## src/rtl/dac_sched_pkg.sv

```systemverilog
// -----------------------------------------------------------------------------
// dac_sched_pkg
// Shared types and constants for the DAC frame scheduler:
//   - sched_state_t : scheduler FSM states
//   - DAC_WORD_W    : width of one DAC sample word
//   - DAC_MIDSCALE  : mid-scale code, used as the idle/reset DAC output
// -----------------------------------------------------------------------------
package dac_sched_pkg;

  localparam int DAC_WORD_W   = 12;
  localparam int DAC_MIDSCALE = 2048;

  typedef enum logic [1:0] {
    IDLE      = 2'd0,
    WAIT_TICK = 2'd1,
    LAUNCH    = 2'd2,
    WAIT_DONE = 2'd3
  } sched_state_t;

endpackage

```

## src/rtl/rate_divider.sv

```systemverilog
// -----------------------------------------------------------------------------
// rate_divider
// Programmable sample-period down-counter.
//   CLK100   in  system clock
//   RESET_N  in  asynchronous active-low reset (counter -> 0)
//   ENABLE   in  run the divider; when low the counter holds at RATE_DIV
//   RATE_DIV in  sample period in clocks minus 1, reloaded at every tick
//   TICK     out combinational one-cycle pulse when the count reaches 0
// -----------------------------------------------------------------------------
module rate_divider #(
  parameter int DIV_WIDTH = 16
) (
  input  logic                 CLK100,
  input  logic                 RESET_N,
  input  logic                 ENABLE,
  input  logic [DIV_WIDTH-1:0] RATE_DIV,
  output logic                 TICK
);

  logic [DIV_WIDTH-1:0] count_reg;

  // Tick is combinational so the scheduler can raise READY in the same cycle.
  assign TICK = ENABLE && (count_reg == '0);

  always_ff @(posedge CLK100 or negedge RESET_N) begin
    if (!RESET_N) begin
      count_reg <= '0;
    end else if (!ENABLE || TICK) begin
      // While disabled the counter is preloaded, so the first tick after
      // enabling arrives RATE_DIV clocks later.
      count_reg <= RATE_DIV;
    end else begin
      count_reg <= count_reg - 1'b1;
    end
  end

endmodule

```

## src/rtl/dac_frame_scheduler.sv

```systemverilog
// -----------------------------------------------------------------------------
// dac_frame_scheduler
// Pulls one word from each channel source on every sample tick, latches the
// pair for the dual-DAC serializer and launches one transfer. Reports sticky
// underrun / overrun / serializer-timeout flags.
//   CLK100, RESET_N        clock, asynchronous active-low reset
//   ENABLE                 run divider and scheduler
//   RATE_DIV               sample period in clocks minus 1
//   CLEAR_FLAGS            pulse, clears sticky flags (a same-cycle set wins)
//   A_VALID/A_WORD/A_READY channel A source handshake (B likewise)
//   DAC_A, DAC_B           latched words to the serializer (registered)
//   DAC_START              one-cycle launch pulse (registered)
//   DAC_DONE               end-of-transfer pulse from the serializer
//   SAMPLE_TICK            combinational tick pulse
//   UNDERRUN[1:0]          sticky, bit0 = A, bit1 = B
//   OVERRUN                sticky, tick arrived while not waiting for one
//   FAULT                  sticky, serializer did not answer in time
// -----------------------------------------------------------------------------
module dac_frame_scheduler
  import dac_sched_pkg::*;
#(
  parameter int DIV_WIDTH      = 16,
  parameter int TIMEOUT_CYCLES = 4095,
  parameter int IDLE_WORD      = DAC_MIDSCALE
) (
  input  logic                  CLK100,
  input  logic                  RESET_N,
  input  logic                  ENABLE,
  input  logic [DIV_WIDTH-1:0]  RATE_DIV,
  input  logic                  CLEAR_FLAGS,
  input  logic                  A_VALID,
  input  logic                  B_VALID,
  input  logic [DAC_WORD_W-1:0] A_WORD,
  input  logic [DAC_WORD_W-1:0] B_WORD,
  output logic                  A_READY,
  output logic                  B_READY,
  output logic [DAC_WORD_W-1:0] DAC_A,
  output logic [DAC_WORD_W-1:0] DAC_B,
  output logic                  DAC_START,
  input  logic                  DAC_DONE,
  output logic                  SAMPLE_TICK,
  output logic [1:0]            UNDERRUN,
  output logic                  OVERRUN,
  output logic                  FAULT
);

  // Timeout counter counts WAIT_DONE cycles 0 .. TIMEOUT_CYCLES-1.
  localparam int TO_W = (TIMEOUT_CYCLES > 1) ? $clog2(TIMEOUT_CYCLES) : 1;
  localparam logic [TO_W-1:0]       TO_LAST  = TO_W'(TIMEOUT_CYCLES - 1);
  localparam logic [DAC_WORD_W-1:0] IDLE_VAL = DAC_WORD_W'(IDLE_WORD);

  sched_state_t    state_reg, state_next;
  logic            tick;
  logic            accept;
  logic            overrun_set;
  logic            fault_set;
  logic            timeout_hit;
  logic [TO_W-1:0] to_cnt_reg;
  logic            dac_start_reg;
  logic            overrun_reg;
  logic            fault_reg;

  logic [1:0]            ch_valid;
  logic [1:0]            ch_ready;
  logic [DAC_WORD_W-1:0] ch_word [2];

  rate_divider #(
    .DIV_WIDTH (DIV_WIDTH)
  ) u_rate_divider (
    .CLK100   (CLK100),
    .RESET_N  (RESET_N),
    .ENABLE   (ENABLE),
    .RATE_DIV (RATE_DIV),
    .TICK     (tick)
  );

  // A tick is only consumed while the scheduler is waiting for one; any other
  // state (including IDLE and the DAC_DONE cycle itself) drops the sample.
  assign accept      = tick && (state_reg == WAIT_TICK);
  assign overrun_set = tick && (state_reg != WAIT_TICK);
  assign timeout_hit = (state_reg == WAIT_DONE) && (to_cnt_reg == TO_LAST);

  assign ch_valid   = {B_VALID, A_VALID};
  assign ch_word[0] = A_WORD;
  assign ch_word[1] = B_WORD;

  // Per-channel word latch and underrun flag.
  for (genvar gi = 0; gi < 2; gi++) begin : g_ch
    logic [DAC_WORD_W-1:0] dac_reg;
    logic                  underrun_reg;

    assign ch_ready[gi] = accept && ch_valid[gi];

    always_ff @(posedge CLK100 or negedge RESET_N) begin
      if (!RESET_N) begin
        dac_reg      <= IDLE_VAL;
        underrun_reg <= 1'b0;
      end else begin
        // A missing word keeps the previous sample on the DAC.
        if (ch_ready[gi]) begin
          dac_reg <= ch_word[gi];
        end
        if (accept && !ch_valid[gi]) begin
          underrun_reg <= 1'b1;
        end else if (CLEAR_FLAGS) begin
          underrun_reg <= 1'b0;
        end
      end
    end
  end

  assign A_READY     = ch_ready[0];
  assign B_READY     = ch_ready[1];
  assign DAC_A       = g_ch[0].dac_reg;
  assign DAC_B       = g_ch[1].dac_reg;
  assign UNDERRUN    = {g_ch[1].underrun_reg, g_ch[0].underrun_reg};
  assign SAMPLE_TICK = tick;
  assign DAC_START   = dac_start_reg;
  assign OVERRUN     = overrun_reg;
  assign FAULT       = fault_reg;

  // Next-state logic.
  always_comb begin
    state_next = state_reg;
    fault_set  = 1'b0;
    case (state_reg)
      IDLE: begin
        if (ENABLE) state_next = WAIT_TICK;
      end
      WAIT_TICK: begin
        if (!ENABLE)    state_next = IDLE;
        else if (tick)  state_next = LAUNCH;
      end
      LAUNCH: begin
        state_next = WAIT_DONE;
      end
      WAIT_DONE: begin
        // A DONE that lands on the last allowed cycle still counts as on time.
        if (!ENABLE) begin
          state_next = IDLE;
        end else if (DAC_DONE) begin
          state_next = WAIT_TICK;
        end else if (timeout_hit) begin
          state_next = WAIT_TICK;
          fault_set  = 1'b1;
        end
      end
      default: begin
        state_next = IDLE;
      end
    endcase
  end

  always_ff @(posedge CLK100 or negedge RESET_N) begin
    if (!RESET_N) begin
      state_reg     <= IDLE;
      to_cnt_reg    <= '0;
      dac_start_reg <= 1'b0;
      overrun_reg   <= 1'b0;
      fault_reg     <= 1'b0;
    end else begin
      state_reg <= state_next;
      // The start pulse coincides with the single LAUNCH cycle.
      dac_start_reg <= accept;

      if (state_reg == LAUNCH) begin
        to_cnt_reg <= '0;
      end else if (state_reg == WAIT_DONE) begin
        to_cnt_reg <= to_cnt_reg + TO_W'(1);
      end

      if (overrun_set)      overrun_reg <= 1'b1;
      else if (CLEAR_FLAGS) overrun_reg <= 1'b0;

      if (fault_set)        fault_reg <= 1'b1;
      else if (CLEAR_FLAGS) fault_reg <= 1'b0;
    end
  end

endmodule

```

## config.mk

```make
export PLATFORM = sky130hd
export DESIGN_NAME = dac_frame_scheduler
export DESIGN_NICKNAME = d
export VERILOG_FILES = /design/src/rtl/dac_sched_pkg.sv /design/src/rtl/rate_divider.sv /design/src/rtl/dac_frame_scheduler.sv
export SDC_FILE = /design/constraint.sdc
export NUM_CORES = 1
export LEC_CHECK = 0
export CORE_MARGIN = 5
export CORE_UTILIZATION = 30
export CTS_BUF_LIST = sky130_fd_sc_hd__clkbuf_8 sky130_fd_sc_hd__clkbuf_16
export DETAILED_ROUTE_END_ITERATION = 16
export GPL_ROUTABILITY_DRIVEN = 1
export PLACE_DENSITY = 0.55
export SLEW_MARGIN = 20
export SYNTH_ARGS = -nofsm -noshare
export SYNTH_HDL_FRONTEND = slang
export SYNTH_HIERARCHICAL = 1
export SYNTH_SLANG_ARGS = --single-unit
```

## constraint.sdc

```tcl
create_clock -name CLK100 -period 4.1 [get_ports CLK100]
set_input_delay 1.025 -clock CLK100 [delete_from_list [all_inputs] [get_ports CLK100]]
set_output_delay 1.025 -clock CLK100 [all_outputs]
set_load 0.005 [all_outputs]
```

# Word level (Yosys, flattened, before mapping)
# Cells that the tools add are included.
# op_classes
n_reduce_logical	20
add_sub_neg	2
eq_ne	8
muxes	19
# ops
op	n
12-bit two-way mux	2
16-bit logical NOT	1
16-bit two-way mux	1
16-bit by 1-bit subtractor with 16-bit output, second input constant	1
12-bit by 1-bit adder with 12-bit output, second input constant	1
12-bit == test, second input constant	1
2-bit two-way mux	6
2-bit nonzero test	5
1-bit two-way mux	9
1-bit logical AND	8
2-bit case mux with 4 select lines	1
2-bit == test, second input constant	2
4-bit != test, second input constant	1
1-bit logical NOT	3
3-bit != test, second input constant	1
3-bit AND reduction	1
2-bit by 1-bit == test with 1-bit output, second input constant	1
2-bit logical NOT	1
2-bit by 1-bit != test with 1-bit output, second input constant	1
2-bit != test, second input constant	1
1-bit logical OR	1
# totals
inputBits	47
output_inout_bits	32
word_cells	59
ff_bits	59

# Depth between registers and ports, before layout
# depth
word_depth	7
depth_mapped	10
mapped_depth_nobuf	9

# Modules after synthesis
# The synthesis kept the hierarchy.
# modules_own_cells
mod	seq_area_each_um2	instances	cells_per_inst	area_per_inst_um2
dac_frame_scheduler	1078.5	1	147	1945.6
rate_divider	400.4	1	89	865.8

# Worst setup path before layout
# OpenSTA, ideal clock, no wires.
# synth_timing
kind	reg-to-output
start	register u_rate_divider.count_reg[9]
end	output A_READY
path_stages_with_launch	9
t_arrival_ns	2.432
n_path_buf	1
path_slack_ns	0.643
required_ns	3.075
path_cell_list	dfrtp_1 > or4_4 > or3_4 > nor4_1 > nand2_4 > inv_4 > nand2_4 > buf_6 > inv_1
# synth_between
elab_chain_len	4
# synth_lines
item	line_no	text
start, declared	rate_divider.sv:20	logic [DIV_WIDTH-1:0] count_reg;
start signal, assigned	rate_divider.sv:33	count_reg <= count_reg - 1'b1;
16-bit logical NOT	rate_divider.sv:23	assign TICK = ENABLE && (count_reg == '0);
1-bit logical AND	rate_divider.sv:23	
via SAMPLE_TICK	dac_frame_scheduler.sv:41	output logic SAMPLE_TICK,
1-bit logical AND	dac_frame_scheduler.sv:79	assign accept = tick && (state_reg == WAIT_TICK);
via accept	dac_frame_scheduler.sv:54	logic accept;
1-bit logical AND	dac_frame_scheduler.sv:92	assign ch_ready[gi] = accept && ch_valid[gi];
end, declared	dac_frame_scheduler.sv:35	output logic A_READY,
# The timed path passes the listed nets, and every way through them passes these cells.

# Worst setup path after layout
# layout_timing
start	register u_rate_divider.count_reg[11]
end	output A_READY
# layout_between
elab_chain_len	4
# layout_lines
item	line_no
16-bit logical NOT	rate_divider.sv:23
1-bit logical AND	rate_divider.sv:23
1-bit logical AND	dac_frame_scheduler.sv:79
via accept	dac_frame_scheduler.sv:54
1-bit logical AND	dac_frame_scheduler.sv:92
# The timed path passes the listed nets, and every way through them passes these cells.

==> qor.yml <==
cells_and_area:
  stdcell_area_mm2: 0.00390
  register_area_mm2: 0.00148
  flip_flop_count_of_the_largest_register_all_copies_and_words_added: 16
  antenna-diode-count: 0
  multiInputGateArea_mm2: 0.00121
  syn_to_final_growth_pct: 38.6
  fillerInstances: 928
  post_layout_nonfiller_instances: 439
  final_common_cell: "clkdlybuf4s50_1"
  layout-drive-gt1-share_pct: 18.0
  total_nets_final: 373
  layout.cells.most_common_list: "clkdlybuf4s50_1, dfrtp_1, nand2_1"
clock_network:
  clockRootBuffer: "clkbuf_8"
  ctsHtreeMaxLevel: 3
  clk_pin_slew_ns: 0.07
  number_of_cts_inserted_buffers: 9
  cts_post_setup_buffers_inserted: 0
  clock_insertion_delay_worst_skew_ns: 0.34
  cts_hold_repair.buffers: 0
  clock_sink_count: 59
  ctsLongestPathBuffers: 2
  tritoncts: "done"
  number_of_gates_resized_after_cts: 0
synth:
  netlist.top_cell.by_area: "dfrtp_1"
  synth.distinct_cells: 44
  yosys-top-cells-area: "dfrtp_1, mux2_4, nand2_1, o21ai_0, xnor2_1"
  postSynthNetCount: 286
  number_of_enable_type_register_cells_in_the_synthesized_netlist: 0
  synth.yosys.seq_area_share_pct: 52.6
  ys_ff_latch: 59
  post_synth_inst_count: 236
  asyncSetResetFlopFracSynth_pct: 100
  avgSynthCellArea_um2: 11.9
  synth.cell_area_mm2: 0.00281
  ys_dominant_reg_cell: "dfrtp_1"
  yosys_warnings: 6
  synth_top_cell_area_share_pct: 50.7
grt:
  vias_in_the_first_global_route: 2133
  number_of_antenna_violations_at_the_first_check_in_global_routing: 0
  grt_max_degree: 47
  gr-usage-all-layers_pct: 11.5
  remaining_overflow_grt: 0
  grt_first_pass_wirelength_um: 10400
setup_path:
  timing.critical_path.to_type: "primary output"
  worstSetupStartpointType: "register"
  required_ns: 3.07
  timing_worst_setup_path_type: "register to primary output"
  worst-r2r-cell-count: 8
  timing.critical_path.fanout_max: 4
  cp_data_arrival_time_ns: 2.85
  setup.worst_path.start: "u_rate_divider/count_reg[11]"
  reg2reg_from: "u_rate_divider/count_reg[0]"
timing:
  slew_viol_final: 0
  fmax_mhz: 258
  timing.slew.headroom_pct: 48.8
  timing.clock.skew_ns: 0.00939
  holdWs_ns: 0.485
  setup_viol: 0
  final_hold_viol_count: 0
  rsz0062_at_grt: "no"
  final_period_demand_of_the_worst_path_ns: 3.88
  max_slew.worst_pin.slew_ns: 0.766
  fin_tns_setup_ns: 0
  min_period_over_period_pct: 94.6
  layout_setup_ws_ns: 0.223
pwr:
  power_leakage_nw: 1.76
  p_per_area_mw_per_mm2: 322
  vdd.ir_drop.worst_v: 0.000118
placed_design:
  placedInstanceArea_mm2: 0.00369
  dp_slack_ns: 0.202
  portBuffers: 78
  hpwlAfterDp_um: 4540
  numPlacedInstances: 423
  place.gp.congestion: 0.753
worst_hold_path:
  timing.hold.worst_path_depth: 1
  holdCritStartpoint: "g_ch[1].underrun_reg"
  worst_hold_path_type: "register to register"
detailed_routing:
  routed_wire_length_per_instance_um: 14.1
  drt-total-wl_um: 6170
  drcViolationCount: 0
  drt_first_iter_violations: 44
  drt_first_pass_iters: 4
  via_count_of_the_routed_design: 2039
  ant_nets: 0
  vias_per_cell: 4.64
floorplanning:
  die-width_um: 107
  io_pins: 79
  dieArea_mm2: 0.0114
  core_area_mm2: 0.00920
  die_h_um: 107
  fp-row-count: 35
  start_util_pct: 30.6
outcome:
  outcome: "finished clean"
flow_run:
  cap_viol_max_count: 0
[synth_stat cells, types with 3 or more instances]
cell and n:
mux2_4 18, ha_1 3, nor2_1 7, or4_1 3, nand2_1 26, o21ai_0 18
nand3_1 5, buf_6 5, a21oi_1 5, xor2_1 3, nand2_4 3, mux2i_1 4
inv_1 12, dfrtp_1 57, o2bb2ai_1 4, mux2_2 7, xnor2_1 10, nor4_1 7
nand4_1 3, nand2b_1 4
[worst max-delay path, cell delays in order (launching register included)]
cell             delay [ns]
dfrtp_1                0.39
or4_4                  0.54
or3_4                  0.38
nor4_2                 0.26
buf_4                  0.19
nand2_4                0.06
inv_4                  0.08
nand2_4                0.05
inv_1                  0.05
clkdlybuf4s50_1        0.51
[path summary, 6_finish.rpt]
| path | endpoint | slack (ns) |
|---|---|---|
| max | A_READY | 0.22 |
| min | g_ch[1].underrun_reg | 0.49 |
| max reg2reg | u_rate_divider/count_reg[7] | 1.30 |
| min reg2reg | g_ch[1].underrun_reg | 0.49 |
| max in group asynchronous | DAC_A[11] | 2.72 |
| min in group asynchronous | to_cnt_reg[6] | 0.68 |
[power breakdown]
group,total (W),internal (W),switching [W]
sequential,0.000623,0.000601,0.0000214
clock,0.000520,0.000292,0.000229
combinational,0.000113,0.0000682,0.0000448
[area by class of cell]
class	count	share of cell area (%)
multi-input cells	156	31.1
flip-flops and latches	59	37.9
clock buffers	10	3.53
inverters	13	1.32
repair buffers	84	21.1
well taps	111	3.56
clock inverters	6	1.44
[layer usage]
metal	GRT usage, %	wire [um]
met4	3.29	42
met5	0	0
met3	4.09	314
met2	17.9	2960
met1	15.1	2850
[cells by family after synthesis]
group,Yosys count,synth area share [%]
compound gates,41,9.97
buf+inv,21,4.54
mux,29,13.8
flops,59,52.6
xor+xnor,13,4.05
fa+ha+maj,3,1.34
simple gates,70,13.7
[metrics by stage]
stage / utilization, % / total power, W
after floorplan: - / 0.000678
after CTS: 42.3 / 0.00128
after global placement: 40.2 / 0.000747
after detailed placement: 40.2 / 0.000748
after global routing: 42.4 / 0.00132
final: 42.4 / 0.00126
(Power assumes the default switching activity.)
